`src/rtl/cla_sub_pkg.sv`:
```
// Shared definitions for the pipelined CLA subtractor.
// Default widths, the chunk-width helper and the stage-register record layout.
package cla_sub_pkg;

  localparam int unsigned DefDataWidth = 64;
  localparam int unsigned DefStages    = 4;

  // Bits handled by each pipeline stage.
  function automatic int unsigned chunk_width(int unsigned data_width, int unsigned stages);
    return data_width / stages;
  endfunction

  localparam int unsigned DefChunk = chunk_width(DefDataWidth, DefStages);

  // One stage register at default widths: operands still to be consumed, partial difference,
  // carry into the next chunk, accumulated zero flag and overflow of the chunk just computed.
  typedef struct packed {
    logic [DefDataWidth-1:0] a;
    logic [DefDataWidth-1:0] b;
    logic [DefDataWidth-1:0] diff;
    logic                    carry;
    logic                    zero;
    logic                    ovf;
  } stage_t;

endpackage

```
`src/rtl/cla_4bit.sv`:
```
// 4-bit carry-lookahead adder group.
// Ports: a_i, b_i addends; c_i carry in; sum_o sum; c_o carry out; c3_o carry into bit 3.
module cla_4bit (
  input  logic [3:0] a_i,
  input  logic [3:0] b_i,
  input  logic       c_i,
  output logic [3:0] sum_o,
  output logic       c_o,
  output logic       c3_o
);

  logic [3:0] g, p;
  logic [4:0] c;

  gp_gen #(
    .Width(4)
  ) u_gp (
    .a_i(a_i),
    .b_i(b_i),
    .g_o(g),
    .p_o(p)
  );

  always_comb begin
    c[0] = c_i;
    c[1] = g[0] | (p[0] & c_i);
    c[2] = g[1] | (p[1] & g[0]) | (p[1] & p[0] & c_i);
    c[3] = g[2] | (p[2] & g[1]) | (p[2] & p[1] & g[0]) | (p[2] & p[1] & p[0] & c_i);
    c[4] = g[3] | (p[3] & g[2]) | (p[3] & p[2] & g[1]) | (p[3] & p[2] & p[1] & g[0]) |
           (p[3] & p[2] & p[1] & p[0] & c_i);
  end

  assign sum_o = p ^ c[3:0];
  assign c_o   = c[4];
  assign c3_o  = c[3];

endmodule

```
`src/rtl/gp_gen.sv`:
```
// Generate/propagate terms for carry-lookahead addition.
// Ports: a_i, b_i operands; g_o = a&b, p_o = a^b, bitwise.
module gp_gen #(
  parameter int unsigned Width = 4
) (
  input  logic [Width-1:0] a_i,
  input  logic [Width-1:0] b_i,
  output logic [Width-1:0] g_o,
  output logic [Width-1:0] p_o
);

  assign g_o = a_i & b_i;
  assign p_o = a_i ^ b_i;

endmodule

```
`src/rtl/sub_chunk.sv`:
```
// Combinational chunk of the subtractor: diff = a + ~b + cin, built from 4-bit CLA groups
// with the group carries rippled between them.
// Ports: a_i, b_i chunk operands; cin_i carry in (= ~borrow in); diff_o chunk result;
// cout_o carry out of the chunk MSB; cmsb_o carry into the chunk MSB; zero_o diff_o == 0.
module sub_chunk #(
  parameter int unsigned Width = 16
) (
  input  logic [Width-1:0] a_i,
  input  logic [Width-1:0] b_i,
  input  logic             cin_i,
  output logic [Width-1:0] diff_o,
  output logic             cout_o,
  output logic             cmsb_o,
  output logic             zero_o
);

  localparam int unsigned Groups = Width / 4;

  logic [Width-1:0]  b_n;
  logic [Groups:0]   c;
  logic [Groups-1:0] group_c3;
  logic              unused_group_c3;

  assign b_n  = ~b_i;
  assign c[0] = cin_i;

  for (genvar g = 0; g < Groups; g++) begin : gen_group
    cla_4bit u_cla (
      .a_i  (a_i[4*g +: 4]),
      .b_i  (b_n[4*g +: 4]),
      .c_i  (c[g]),
      .sum_o(diff_o[4*g +: 4]),
      .c_o  (c[g+1]),
      .c3_o (group_c3[g])
    );
  end

  // Only the top group's bit-3 carry is the chunk MSB carry-in.
  assign unused_group_c3 = ^group_c3;

  assign cout_o = c[Groups];
  assign cmsb_o = group_c3[Groups-1];
  assign zero_o = ~|diff_o;

endmodule

```
`src/rtl/cla_sub_pipe.sv`:
```
// Pipelined valid/ready subtractor: diff = A - B - bin, one chunk per stage with the borrow
// (as an inverted carry) rippled through the stage registers.
// Ports: clk, rst (sync, active high); in_valid/in_ready with a_i, b_i, bin_i operands;
// out_valid/out_ready with diff_o, bout_o (unsigned borrow), ovf_o (signed overflow),
// zero_o (diff_o == 0). in_ready depends combinationally on out_ready.
module cla_sub_pipe
  import cla_sub_pkg::*;
#(
  parameter int unsigned DATA_WIDTH = DefDataWidth,
  parameter int unsigned STAGES     = DefStages
) (
  input  logic                  clk,
  input  logic                  rst,
  input  logic                  in_valid,
  output logic                  in_ready,
  input  logic [DATA_WIDTH-1:0] a_i,
  input  logic [DATA_WIDTH-1:0] b_i,
  input  logic                  bin_i,
  output logic                  out_valid,
  input  logic                  out_ready,
  output logic [DATA_WIDTH-1:0] diff_o,
  output logic                  bout_o,
  output logic                  ovf_o,
  output logic                  zero_o
);

  localparam int unsigned Chunk = chunk_width(DATA_WIDTH, STAGES);

  logic [DATA_WIDTH-1:0] a_q [STAGES];
  logic [DATA_WIDTH-1:0] a_d [STAGES];
  logic [DATA_WIDTH-1:0] b_q [STAGES];
  logic [DATA_WIDTH-1:0] b_d [STAGES];
  logic [DATA_WIDTH-1:0] diff_q [STAGES];
  logic [DATA_WIDTH-1:0] diff_d [STAGES];
  logic [STAGES-1:0]     carry_q, carry_d, zero_q, zero_d, ovf_q, ovf_d, vld_q, vld_d;

  // Per-stage inputs: stage 0 reads the ports, stage s reads register s-1.
  logic [DATA_WIDTH-1:0] a_in [STAGES];
  logic [DATA_WIDTH-1:0] b_in [STAGES];
  logic [DATA_WIDTH-1:0] diff_in [STAGES];
  logic [STAGES-1:0]     cin, zero_in;

  logic [Chunk-1:0]  ch_diff [STAGES];
  logic [STAGES-1:0] ch_cout, ch_cmsb, ch_zero;

  logic stall;
  logic unused_tail;

  assign out_valid = vld_q[STAGES-1];
  assign stall     = out_valid & ~out_ready;
  assign in_ready  = ~stall;

  always_comb begin
    a_in[0]    = a_i;
    b_in[0]    = b_i;
    diff_in[0] = '0;
    cin[0]     = ~bin_i;
    zero_in[0] = 1'b1;
    vld_d[0]   = in_valid;
    for (int s = 1; s < STAGES; s++) begin
      a_in[s]    = a_q[s-1];
      b_in[s]    = b_q[s-1];
      diff_in[s] = diff_q[s-1];
      cin[s]     = carry_q[s-1];
      zero_in[s] = zero_q[s-1];
      vld_d[s]   = vld_q[s-1];
    end
  end

  for (genvar s = 0; s < STAGES; s++) begin : gen_stage
    sub_chunk #(
      .Width(Chunk)
    ) u_chunk (
      .a_i   (a_in[s][s*Chunk +: Chunk]),
      .b_i   (b_in[s][s*Chunk +: Chunk]),
      .cin_i (cin[s]),
      .diff_o(ch_diff[s]),
      .cout_o(ch_cout[s]),
      .cmsb_o(ch_cmsb[s]),
      .zero_o(ch_zero[s])
    );
  end

  always_comb begin
    for (int s = 0; s < STAGES; s++) begin
      a_d[s]                     = a_in[s];
      b_d[s]                     = b_in[s];
      diff_d[s]                  = diff_in[s];
      diff_d[s][s*Chunk +: Chunk] = ch_diff[s];
      carry_d[s]                 = ch_cout[s];
      ovf_d[s]                   = ch_cmsb[s] ^ ch_cout[s];
      zero_d[s]                  = zero_in[s] & ch_zero[s];
    end
  end

  always_ff @(posedge clk) begin
    if (rst) begin
      for (int s = 0; s < STAGES; s++) begin
        a_q[s]    <= '0;
        b_q[s]    <= '0;
        diff_q[s] <= '0;
      end
      // Carry resets high so bout_o (its inverse) reads 0 out of reset.
      carry_q <= '1;
      zero_q  <= '0;
      ovf_q   <= '0;
      vld_q   <= '0;
    end else if (!stall) begin
      for (int s = 0; s < STAGES; s++) begin
        a_q[s]    <= a_d[s];
        b_q[s]    <= b_d[s];
        diff_q[s] <= diff_d[s];
      end
      carry_q <= carry_d;
      zero_q  <= zero_d;
      ovf_q   <= ovf_d;
      vld_q   <= vld_d;
    end
  end

  // Last-stage operands and non-final overflow bits are never consumed.
  assign unused_tail = ^{a_q[STAGES-1], b_q[STAGES-1], ovf_q};

  assign diff_o = diff_q[STAGES-1];
  assign bout_o = ~carry_q[STAGES-1];
  assign ovf_o  = ovf_q[STAGES-1];
  assign zero_o = zero_q[STAGES-1];

endmodule
```
`config.mk`:
```
export PLATFORM = sky130hd
export DESIGN_NAME = cla_sub_pipe
export DESIGN_NICKNAME = d
export VERILOG_FILES = /design/src/rtl/cla_sub_pkg.sv /design/src/rtl/cla_4bit.sv /design/src/rtl/gp_gen.sv /design/src/rtl/sub_chunk.sv /design/src/rtl/cla_sub_pipe.sv
export SDC_FILE = /design/constraint.sdc
export NUM_CORES = 1
export LEC_CHECK = 0
export ABC_CLOCK_PERIOD_IN_PS = 11800
export BUFFER_PORTS_ARGS = -buffer_cell sky130_fd_sc_hd__buf_2
export CORE_UTILIZATION = 35
export CTS_CLUSTER_SIZE = 10
export DETAILED_ROUTE_END_ITERATION = 16
export GPL_ROUTABILITY_DRIVEN = 1
export PLACE_DENSITY_LB_ADDON = 0.12
export SETUP_SLACK_MARGIN = 0.15
export SYNTH_ARGS = -nofsm -noshare
export SYNTH_HDL_FRONTEND = slang
export SYNTH_HIERARCHICAL = 1
export SYNTH_SLANG_ARGS = --single-unit
```
`constraint.sdc`:
```
create_clock -name clk -period 11.8 [get_ports clk]
set_input_delay 0.59 -clock clk [delete_from_list [all_inputs] [get_ports clk]]
set_output_delay 0.59 -clock clk [all_outputs]
set_load 0.005 [all_outputs]
```
==> results.py <==
metrics = {
    "worst_setup_path": {
        "r2r_slack_ps": 7700,
        "cp_max_fo": 3,
        "end_kind": "flop",
        "arrival_ps": 4600,
        "crit_path_start_kind": "flop",
        "r2r-start": "a_q[0][176]",
        "r2r-end": "zero_q[3]",
        "crit_type": "reg2reg",
        "critPathRequiredTime_ps": 12300,
        "rr_worst_depth": 17,
    },
    "floorplanning": {
        "ios": 202,
        "die_width_um": 219,
        "core_area_mm2": 0.0465,
        "rows": 79,
        "die_height_um": 219,
        "initial_core_util_pct": 35.4,
        "die_area_mm2": 0.0478,
    },
    "timing": {
        "worst_slew_pin_slew_ps": 1160,
        "final.setup_skew_ps": 14.9,
        "setup_viol": 0,
        "min_period_ps": 4100,
        "fmax_ghz": 0.244,
        "rsz0062_at_grt": "no",
        "fin_crit_sh_pct": 34.8,
        "setup_tns_ps": 0,
        "max_slew_margin_pct": 22.9,
        "maxSlewViolCount": 0,
        "timing.final.hold_violations": 0,
    },
    "clocking": {
        "cts_root_buf": "clkbuf_16",
        "clock_latency_ps": 570,
        "cts_resized": 0,
        "clockBufferDepth": 3,
        "clkTransAtPathRegs_ps": 60,
        "cts.htree.levels": 2,
        "ctsHoldBuffers": 0,
        "cts_setup_buffers": 0,
        "cts_tree": "yes",
        "numCtsBuffers": 43,
        "cts_sinks": 365,
    },
    "synthesis": {
        "synth_seq_cells": 365,
        "synth_cell_type_count": 24,
        "synthCells": 1165,
        "syn-num-nets": 1378,
        "synth.cell_area_mm2": 0.0164,
        "syn_area_per_cell_um2": 14.1,
        "yosysSeqAreaShare_pct": 65.9,
        "ys_warn_count": 6,
    },
    "placed_design": {
        "port_buffers": 201,
        "placedInstanceArea_mm2": 0.0176,
        "place.gp.congestion": 0.773,
        "hpwl_um": 21300,
        "dp_cells": 1900,
    },
    "worst_hold_path": {
        "hold_depth": 3,
        "hold_start": "in_valid",
        "hp-class": "in2reg",
        "min_to": "vld_q[0]",
    },
    "power_and_ir_drop": {
        "powerDensity_mw_per_mm2": 164,
        "ir_worst_vdd_mv": 0.0945,
        "p_leak_nw": 9.07,
    },
    "outcome": {
        "status": "complete, no violations",
    },
    "drt": {
        "wl_met3_um": 1500,
        "vias_per_cell": 4.72,
        "drt-initial-drc-count": 539,
        "drtAntennaViolNets": 0,
        "drt-total-wl_um": 33800,
        "drc": 0,
        "first_pass_iters": 5,
        "routedWlPerCell_um": 17.1,
        "dr_total_vias": 9339,
        "top_layer_used": "met5",
        "wl_met2_um": 15300,
        "drt-met1-wl_um": 16000,
    },
    "global_route": {
        "antenna_found_initial": 6,
        "grt_pass1_wl_um": 52400,
        "grt-ovfl-total": 0,
        "grt_start_max_net_pins": 147,
        "grt_pass1_vias": 9158,
        "grt_use_total_pct": 14.2,
    },
    "finish": {
        "drive_gt1_share_pct": 21.4,
        "final_nets": 1551,
        "fin_cells": 1977,
        "area_delta_synth_final_pct": 14.9,
        "final_area_mm2": 0.0189,
    },
    "run": {
        "maxCapViolCount": 0,
    },
}
## worst max-delay path, cell delays in order (launching register included)
cell and delay (ps):
edfxtp_1 360, ha_1 340, a211oi_2 250, o21bai_2 120
a21o_1 210, a211oi_2 300, o21bai_2 130, a21o_1 220
a211oi_2 280, o21bai_2 120, a21o_1 210, a211oi_2 280
o21bai_2 140, xor2_1 180, nor4_1 300, and4_1 340
nand3_1 90, a21oi_1 160
## power by group
group	switching, mW	internal, mW
clock	0.503	0.689
sequential	0.0290	1.54
combinational	0.180	0.161
total	0.712	2.39
## cell usage after synthesis
library cell  number  share of area, %
ha_1              80               6.1
a211oi_2          16               1.2
and4_1             4              0.21
edfxtp_1         352                64
o21ai_0           17              0.52
xnor2_1           17              0.91
a21oi_1            8              0.24
inv_1             66               1.5
xor2_1            32               1.7
o211ai_2           1             0.076
buf_6             37               2.5
clkbuf_1           5              0.11
nor2_1            50               1.1
nand3_1            6              0.18
buf_2             39               1.2
inv_2              1             0.023
nor4_1            16              0.61
nand2_1           19              0.43
inv_4              1             0.038
o21bai_2          16               1.1
and3_1           352                13
dfxtp_1           13               1.6
nor2b_4            1             0.084
a21o_1            16              0.73
## registers in the layout (all words and copies together) (netlist names)
register  count
a_q          96
b_q          96
carry_q       4
diff_q      160
ovf_q         1
vld_q         4
zero_q        4
## cells in the final DEF, fill, tap and decap left out, types with 2 or more instances in the layout
master,n
a211oi_2,16
a21o_1,16
a21oi_1,8
and3_1,352
and4_1,4
buf_2,201
buf_4,8
clkbuf_1,25
clkbuf_16,44
clkinv_1,2
dfxtp_1,13
diode_2,3
edfxtp_1,352
ha_1,80
inv_1,66
inv_8,2
nand2_1,18
nand3_1,6
nor2_1,50
nor4_1,16
o21ai_0,17
o21bai_2,16
xnor2_1,17
xor2_1,32
## area by class of cell
| class | instances | area, um^2 |
|---|---|---|
| multi-input combinational | 651 | 4720 |
| clock buffer | 69 | 1190 |
| timing repair buffer | 209 | 1070 |
| inverter | 68 | 270 |
| tap | 607 | 759 |
| clock inverter | 5 | 37.5 |
| fill | 4435 | 27600 |
| antenna | 3 | 7.51 |
| sequential | 365 | 10800 |
## worst max path at each step
stage	from	to	cells past startpoint
floorplan	rst	a_q[0][100]	4
global placement	a_i[0]	zero_q[0]	18
detailed placement	a_i[0]	zero_q[0]	18
CTS	a_q[0][96]	zero_q[2]	17
global route	a_q[0][96]	zero_q[2]	17
finish	a_q[0][176]	zero_q[3]	17
## metrics by stage
| stage | power (mW) | utilization [%] | setup slack, ps | hold WS (ps) |
|---|---|---|---|---|
| finish | 3.10 | 40.6 | 7700 | 277 |
| global route | 3.24 | 40.6 | 7480 | 256 |
| CTS | 3.15 | 40.6 | 7640 | 233 |
| detailed placement | 1.94 | 38.0 | 7550 | 449 |
| global placement | 1.94 | 38.0 | 7600 | 441 |
| floorplan | 1.82 | - | 2520 | 432 |
## cells by family (layout without fill, tap and decap cells)
logic type      after synthesis  in the layout  synth area share [%]
other cells                   0              3                     0
xor+xnor                     49             49                  2.61
buf+inv                     149            351                  5.41
flops                       365            365                  65.9
simple gates                448            448                  16.1
compound gates               74             74                  3.88
fa+ha+maj                    80             80                  6.09
## layer usage
metal	global-route usage (%)	vias to the layer above
met3	2.92	61
met5	0	-
met4	5.85	4
met2	21.5	176
met1	19.8	4433
li1	-	4665
(Power assumes the default switching activity.)
